<file path="src/rtl/imem_loader.sv">
// Boot loader: length-prefixed big-endian byte stream -> sequential 32-bit instruction-memory writes; holds core in reset until done.
// Latency: im_we pulses the cycle after a word's fourth byte is accepted; cpu_rst drops one cycle after entering DONE.
// Backpressure: never stalls while loading (in_ready=1 in HDR_HI/HDR_LO/DATA); in_ready=0 in DONE/ERR until start re-arms.
module imem_loader #(
    parameter int ADDR_W    = 10,
    parameter int MAX_WORDS = 2**ADDR_W
) (
    input  logic              clk,
    input  logic              rst,
    input  logic              start,
    input  logic              in_valid,
    input  logic [7:0]        in_data,
    output logic              in_ready,
    output logic              im_we,
    output logic [ADDR_W-1:0] im_addr,
    output logic [31:0]       im_wdata,
    output logic              cpu_rst,
    output logic              busy,
    output logic              done,
    output logic              err
);

    typedef enum logic [2:0] {
        S_HDR_HI,
        S_HDR_LO,
        S_DATA,
        S_DONE,
        S_ERR
    } state_t;

    localparam logic [16:0] MAX_W = 17'(MAX_WORDS);

    state_t      state;
    state_t      state_nxt;
    logic [15:0] count;
    logic [15:0] word_idx;
    logic [1:0]  byte_idx;
    logic [23:0] word_buf;
    logic        accept;
    logic [15:0] hdr_count;
    logic        last_byte;

    assign accept    = in_valid && in_ready;
    assign hdr_count = {count[15:8], in_data};
    assign last_byte = (byte_idx == 2'd3) && (word_idx == count - 16'd1);

    always_ff @(posedge clk or negedge rst) begin
        if (!rst) state <= S_HDR_HI;
        else      state <= state_nxt;
    end

    always_comb begin
        state_nxt = state;
        unique case (state)
            S_HDR_HI: if (accept) state_nxt = S_HDR_LO;
            S_HDR_LO: begin
                if (accept) begin
                    if (hdr_count == 16'd0)               state_nxt = S_DONE;
                    else if ({1'b0, hdr_count} > MAX_W)   state_nxt = S_ERR;
                    else                                  state_nxt = S_DATA;
                end
            end
            S_DATA:   if (accept && last_byte) state_nxt = S_DONE;
            S_DONE,
            S_ERR:    if (start) state_nxt = S_HDR_HI;
            default:  state_nxt = S_HDR_HI;
        endcase
    end

    always_comb begin
        in_ready = 1'b0;
        busy     = 1'b0;
        done     = 1'b0;
        err      = 1'b0;
        unique case (state)
            S_HDR_HI,
            S_HDR_LO,
            S_DATA: begin
                in_ready = 1'b1;
                busy     = 1'b1;
            end
            S_DONE:  done = 1'b1;
            S_ERR:   err  = 1'b1;
            default: busy = 1'b1;
        endcase
    end

    // cpu_rst is registered off the state, so it drops only on the second DONE cycle.
    always_ff @(posedge clk or negedge rst) begin
        if (!rst) begin
            count    <= '0;
            word_idx <= '0;
            byte_idx <= '0;
            word_buf <= '0;
            im_we    <= 1'b0;
            im_addr  <= '0;
            im_wdata <= '0;
            cpu_rst  <= 1'b1;
        end else begin
            im_we   <= 1'b0;
            cpu_rst <= !((state == S_DONE) && !start);
            unique case (state)
                S_HDR_HI: if (accept) count[15:8] <= in_data;
                S_HDR_LO: begin
                    if (accept) begin
                        count[7:0] <= in_data;
                        byte_idx   <= '0;
                        word_idx   <= '0;
                    end
                end
                S_DATA: begin
                    if (accept) begin
                        if (byte_idx == 2'd3) begin
                            im_we    <= 1'b1;
                            im_addr  <= word_idx[ADDR_W-1:0];
                            im_wdata <= {word_buf, in_data};
                            word_idx <= word_idx + 16'd1;
                            byte_idx <= '0;
                        end else begin
                            word_buf <= {word_buf[15:0], in_data};
                            byte_idx <= byte_idx + 2'd1;
                        end
                    end
                end
                S_DONE,
                S_ERR: begin
                    if (start) begin
                        byte_idx <= '0;
                        word_idx <= '0;
                    end
                end
                default: ;
            endcase
        end
    end

endmodule

</file>
<file path="config.mk">
export PLATFORM = sky130hd
export DESIGN_NAME = imem_loader
export DESIGN_NICKNAME = d
export VERILOG_FILES = /design/src/rtl/imem_loader.sv
export SDC_FILE = /design/constraint.sdc
export NUM_CORES = 1
export LEC_CHECK = 0
export ABC_AREA = 0
export CAP_MARGIN = 20
export CORE_MARGIN = 2
export CORE_UTILIZATION = 50
export CTS_CLUSTER_SIZE = 8
export DETAILED_ROUTE_END_ITERATION = 8
export GPL_TIMING_DRIVEN = 1
export PLACE_DENSITY = 0.82
export REMOVE_ABC_BUFFERS = 1
export SYNTH_ARGS = -nofsm -noshare
export SYNTH_HDL_FRONTEND = slang
export SYNTH_SLANG_ARGS = --single-unit
export TNS_END_PERCENT = 100
</file>
<file path="constraint.sdc">
create_clock -name clk -period 5.35 [get_ports clk]
set_input_delay 0.535 -clock clk [delete_from_list [all_inputs] [get_ports clk]]
set_output_delay 0.535 -clock clk [all_outputs]
set_load 0.01 [all_outputs]
</file>
==> results.toml, run 1 <==
[cells_and_area]
nets = 548
regArea_um2 = 2630
drive_gt1_frac = 0.134
nFillCells = 768
final_util = 0.614
diodes = 0
multi_input_area_um2 = 2100
syn_to_final_growth_pct = 18.2

[synthesis]
async_reset_ff_frac = 1.00
synth.largest_area_cell = "dfrtp_1"
synth_area_um2 = 4840
synth_area_leaders = "dfrtp_1 (54%), nand2_1 (11%), mux2_2 (9.3%)"
synth_top_area_share = 0.537
synth_cell_type_count = 53
seq_area_frac_synth = 0.543
synth_edf_count = 0
synth_cells = 482
yosys_most_used_dff = "dfrtp_1"
synth_seq_cells = 105
avgSynthCellArea_um2 = 10.1
yosysWarningCount = 0

[power]
p_total_mw = 1.97
leakage_nw = 2.65
peakVddDrop_uv = 181
pwr_density_cell_nw_per_um2 = 344

[cts]
cts_made_buffers = 9
cts-root-buf = "clkbuf_8"
cts_tree = "built"
htreeDepth = 3
post_cts_buffers = 0
ctsHoldBuffers = 0
clk_pin_slew_worst_paths_ns = 0.10
clk_latency_ns = 0.37
clock_sinks = 105
cts_resized = 0
cts_buffer_depth = 2

[sta]
fin_crit_ns = 2.83
fmax_ghz = 0.353
finalCritPeriodShare = 0.529
hold_viol = 0
whs_ns = 0.0924
fin_skew_ns = 0.0124
slew_headroom = 0.311
slew_violations = 0
rsz0062_at_grt = "no"
setup_viol = 0
tightest_slew_ns = 1.03
setup_slack_ns = 2.52
fin_setup_tns_ns = 0

[status]
status = "finished, final reports clean"

[drt]
antenna_left = 0
wire_per_inst_um = 15.2
num_vias = 3584
drt_pre_antenna_iters = 5
drtIter0Drc = 189
drc = 0
detail_route.wirelength_um = 10100
via_per_inst = 5.38

[placed_design]
hpwl_um = 7010
dpl_worst_slack_ns = 2.29
gp_congestion = 1.00
port_buffers = 59

[setup_path]
r2r_end = "state[2]$_DFFE_PN0P_"
crit_arrival_ns = 3.09
path_class = "register to register"
slowest_delay_ns = 0.70
ff2ff_setup_slack_ns = 2.52
worstPathRequired_ns = 5.61
start_kind = "register"
crit_chain = "inv_1, ha_1, or4b_2, nor4_4, mux2i_1, o31ai_1, a22oi_1, a31oi_1, o41ai_2"
end_kind = "register"
r2r-start = "count[0]$_DFFE_PN0P_"
ff2ff_path_depth = 9
crit_fanout = 5
cp_slowest_cell = "or4b_2"
startpoint = "count[0]$_DFFE_PN0P_"

[floorplan]
design.core.area_um2 = 9330
pin_count = 60
start_util = 0.519
rows = 35
die_x_um = 102
die_y_um = 102
dieArea_um2 = 10500

[grt]
grt.overflow.total = 0
first_global_vias = 3758
grt_pass1_wl_um = 17500
grt_max_degree = 75
grtUsageTotal = 0.212
grt_antenna_before_repair = 0

[flow_run]
cap_violations = 0

[worst_hold_path]
hold_path_class = "input pin to async pin"
[cell usage after synthesis, types with 2 or more instances]
library cell and number:
o21ai_0 17, or2_2 3, o31a_1 2, clkbuf_1 21
or3_1 7, inv_1 10, nor2_1 25, xnor2_1 17
o311ai_0 2, nand4_1 3, nand3b_1 2, nor4_1 5
mux2_2 40, ha_1 3, dfrtp_1 104, nand2b_1 5
nor2b_1 3, a31oi_1 3, and3_1 3, a21oi_1 10
mux2i_1 2, a211oi_1 2, nand3_1 5, xor2_1 8
nor3_1 10, nand2_1 140, o31ai_1 2, or3_4 2
a22oi_1 2
[power by group]
group	internal, mW	switching, mW
clock network	0.174	0.279
registers	0.891	0.159
logic	0.235	0.231
[final cells by class]
cell class,instances,share of cell area
Clock buffer,9,0.0216
Clock inverter,6,0.00874
Inverter,10,0.00655
Multi-Input combinational cell,345,0.366
Sequential cell,105,0.459
Tap cell,129,0.0282
Timing Repair Buffer,62,0.110
[worst max-delay path by stage]
| stage | end | slack (ns) | depth (start not counted) |
|---|---|---|---|
| 2_1_floorplan | state[2]$_DFFE_PN0P_ | 2.86 | 9 |
| 3_3_place_gp | im_wdata[8]$_DFFE_PN0P_ | 2.18 | 6 |
| 3_5_place_dp | word_idx[1]$_DFFE_PN0P_ | 2.29 | 7 |
| 4_1_cts | state[2]$_DFFE_PN0P_ | 2.51 | 9 |
| 5_1_grt | state[2]$_DFFE_PN0P_ | 2.31 | 9 |
| 6_report | state[2]$_DFFE_PN0P_ | 2.52 | 9 |
[logic make-up after synthesis]
| logic type | count (synthesis) | synth area share |
|---|---|---|
| muxes | 42 | 0.0971 |
| DFF | 105 | 0.543 |
| AOI/OAI and AO/OA | 47 | 0.0615 |
| adders and majority gates | 3 | 0.00775 |
| xor gates and xnor gates | 25 | 0.0452 |
| buffers and inverters | 32 | 0.0248 |
| and+or+nand+nor | 228 | 0.221 |
[stage by stage]
| step | instances | area [um2] |
|---|---|---|
| global route | 666 | 5730 |
| global placement | 650 | 5530 |
| floorplan | 460 | 4760 |
| finish | 666 | 5730 |
| CTS | 666 | 5730 |
| detailed placement | 651 | 5550 |
[layout by cell type, fill, tap and decap left out, drive strengths merged, types with 2 or more instances in the layout]
| cell | Yosys | routed |
|---|---|---|
| a211oi | 2 | 2 |
| a21oi | 10 | 10 |
| a22oi | 2 | 2 |
| a31oi | 3 | 3 |
| and2 | 2 | 2 |
| and3 | 3 | 3 |
| buf | 1 | 4 |
| clkbuf | 21 | 9 |
| clkdlybuf4s50 | 0 | 58 |
| dfrtp | 104 | 104 |
| ha | 3 | 3 |
| inv | 10 | 14 |
| mux2 | 40 | 40 |
| mux2i | 2 | 2 |
| nand2 | 140 | 140 |
| nand2b | 5 | 5 |
| nand3 | 5 | 5 |
| nand3b | 2 | 2 |
| nand4 | 3 | 3 |
| nor2 | 25 | 25 |
| nor2b | 3 | 3 |
| nor3 | 11 | 11 |
| nor4 | 7 | 7 |
| nor4b | 2 | 2 |
| o21ai | 18 | 18 |
| o311ai | 2 | 2 |
| o31a | 2 | 2 |
| o31ai | 2 | 2 |
| or2 | 3 | 3 |
| or3 | 9 | 9 |
| xnor2 | 17 | 17 |
| xor2 | 8 | 8 |
[registers in the layout (all words and copies together), names as in the netlist]
name      count
word_idx     16
byte_idx      2
count        16
im_wdata     32
state         3
im_addr      10
cpu_rst       1
word_buf     24
im_we         1
[worst max-delay path: cells and delay by family, from the launching register on]
kind / cells / cell delay (ns)
AND/OR/NAND/NOR: 2 / 0.98
AO/OA/AOI/OAI: 4 / 0.78
flip-flops: 1 / 0.43
multiplexers: 1 / 0.24
adder cells (fa/ha/maj): 1 / 0.22
buffers and inverters: 1 / 0.09
[per-layer routing]
layer | up-vias | part of all wire | global-route usage
li1 | 1723 | - | -
met1 | 1766 | 0.45 | 0.281
met2 | 78 | 0.50 | 0.355
met3 | 17 | 0.032 | 0.0294
met4 | 0 | 0.019 | 0.0800
met5 | - | 0 | 0
Power figures use the tool's default switching activity.
==> run 2: changes to the inputs <==
- PLACE_DENSITY: 0.82 -> 0.85
- clock period: 5.35 -> 2.3 ns (I/O delays scaled with it)
==> run 2 against run 1 <==
The run now ends with setup timing left. Global-route usage increased by 1.1 points. Routed wire length rose by 7.1%. Die area stayed put. Non-clock buffer count rose by 40. Maximum frequency up 8.7%.
==> results.toml, run 2 (synthesis results as in run 1) <==
[floorplan]
dieArea_um2 = 10500
pin_count = 60
rows = 35
die_x_um = 102
die_y_um = 102
design.core.area_um2 = 9330
start_util = 0.519

[cts]
cts_made_buffers = 9
cts_tree = "built"
cts-root-buf = "clkbuf_8"
clk_pin_slew_worst_paths_ns = 0.11
cts_buffer_depth = 2
htreeDepth = 3
clock_sinks = 105
clk_latency_ns = 0.37

[grt]
grt_pass1_wl_um = 18200
grt_max_degree = 50
grt_antenna_before_repair = 0
first_global_vias = 3860
grt.overflow.total = 0
grtUsageTotal = 0.222

[setup_path]
endpoint = "state[2]$_DFFE_PN0P_"
start_kind = "register"
crit_fanout = 5
end_kind = "register"
r2r-start = "count[0]$_DFFE_PN0P_"
path_class = "register to register"
ff2ff_setup_slack_ns = -0.30
r2r_end = "state[2]$_DFFE_PN0P_"
startpoint = "count[0]$_DFFE_PN0P_"
worstPathRequired_ns = 2.57
ff2ff_path_depth = 7
crit_arrival_ns = 2.87

[sta]
hold_viol = 0
setup_slack_ns = -0.303
setup_viol = 3
tightest_slew_ns = 0.627
fmax_ghz = 0.384
fin_crit_ns = 2.60
whs_ns = 0.414
fin_skew_ns = 0.0104
slew_violations = 0
finalCritPeriodShare = 1.13
rsz0062_at_grt = "yes"
slew_headroom = 0.582

[cells_and_area]
top_regs = "im_wdata x32, word_buf x24"
nFillCells = 709
final_cell_mix = "nand2_1 (140), dfrtp_1 (104), clkdlybuf4s50_1 (58)"
diodes = 0
top_register = "im_wdata"
largest_reg_flops = 32
final_common_cell = "nand2_1"
drive_gt1_frac = 0.206
nets = 588
syn_to_final_growth_pct = 25.7

[power]
clkPwrFrac = 0.220
p_comb_frac = 0.311
netSwitchingPower_mw = 1.70
peakVddDrop_uv = 442
p_int_mw = 3.28
pwr_density_cell_nw_per_um2 = 817
switching_share = 0.341
seq_power_share = 0.470
leakage_nw = 2.85
p_total_mw = 4.97

[drt]
drc = 0
detail_route.wirelength_um = 10800
via_per_inst = 5.44
drtIter0Drc = 198
num_vias = 3843
wire_per_inst_um = 15.3
antenna_left = 0
drt_pre_antenna_iters = 5

[placed_design]
dpl_worst_slack_ns = -0.302
gp_congestion = 0.942
port_buffers = 59
hpwl_um = 7770

[status]
violations = "setup timing"
status = "complete, but fails checks"

[flow_run]
cap_violations = 0

[worst_hold_path]
hold_path_class = "input pin to async pin"
run 2: changes by cell type in the layout (fill, tap and decap cells not counted), moves of 2 or more:
cell,before,now
buf_12,0,2
inv_2,0,2
inv_1,10,8
buf_4,3,41
run 2: per-stage QoR:
| stage | cell area (um2) | TNS, ns | utilization | std cells |
|---|---|---|---|---|
| finish | 6090 | -0.805 | 0.653 | 707 |
| global route | 6090 | -1.41 | 0.653 | 707 |
| CTS | 6090 | -0.579 | 0.652 | 707 |
| detailed placement | 5840 | -0.872 | 0.626 | 688 |
| global placement | 5840 | -0.534 | 0.626 | 688 |
| floorplan | 4760 | -2.06 | - | 460 |
run 2: repair_timing:
action / 4_1_cts / 5_1_grt
hold endpoints to repair: 46 / 0
pin swaps: 9 / 3
hold buffers: 1 / 0
endpoints found under the setup margin: 3 / 3
setup buffers: 2 / 0
resized for setup: 9 / 1
run 2: area by class of cell:
cell class	count	area [um2]	area share
Sequential cell	105	2630	0.432
Clock buffer	10	128	0.0210
Inverter	10	37.5	0.00616
Timing Repair Buffer	102	938	0.154
Clock inverter	6	61.3	0.0101
Tap cell	129	161	0.0265
Multi-Input combinational cell	345	2140	0.351
run 2: routing by layer:
| layer | up-vias | track usage | part of all wire |
|---|---|---|---|
| li1 | 1808 | - | - |
| met1 | 1875 | 0.287 | 0.42 |
| met2 | 126 | 0.363 | 0.50 |
| met3 | 34 | 0.0342 | 0.046 |
| met4 | 0 | 0.118 | 0.037 |
| met5 | - | 0 | 0 |
run 2: power groups by stage:
stage | combinational (mW) | clock (mW) | sequential, mW
4_1_cts | 1.50 | 1.11 | 2.32
3_3_place_gp | 1.37 | 0 | 2.33
6_report | 1.55 | 1.09 | 2.34
2_1_floorplan | 0.808 | 0 | 2.35
3_5_place_dp | 1.42 | 0 | 2.35
5_1_grt | 1.66 | 1.19 | 2.36
run 2: worst max-delay path: stages (launching register included):
cell and delay, ns:
dfrtp_1 0.42, or4_4 0.56, or3_4 0.40, nor3_4 0.18, xnor2_1 0.11, nor4_2 0.37, a31oi_2 0.18, o41ai_2 0.29
run 2: worst min path at each step:
stage | from | end | cells after the start
floorplan | rst | byte_idx[0]$_DFFE_PN0P_ | 0
global placement | rst | im_wdata[27]$_DFFE_PN0P_ | 1
detailed placement | rst | im_wdata[27]$_DFFE_PN0P_ | 1
CTS | rst | im_wdata[19]$_DFFE_PN0P_ | 2
global route | rst | im_wdata[27]$_DFFE_PN0P_ | 2
finish | rst | im_wdata[19]$_DFFE_PN0P_ | 2
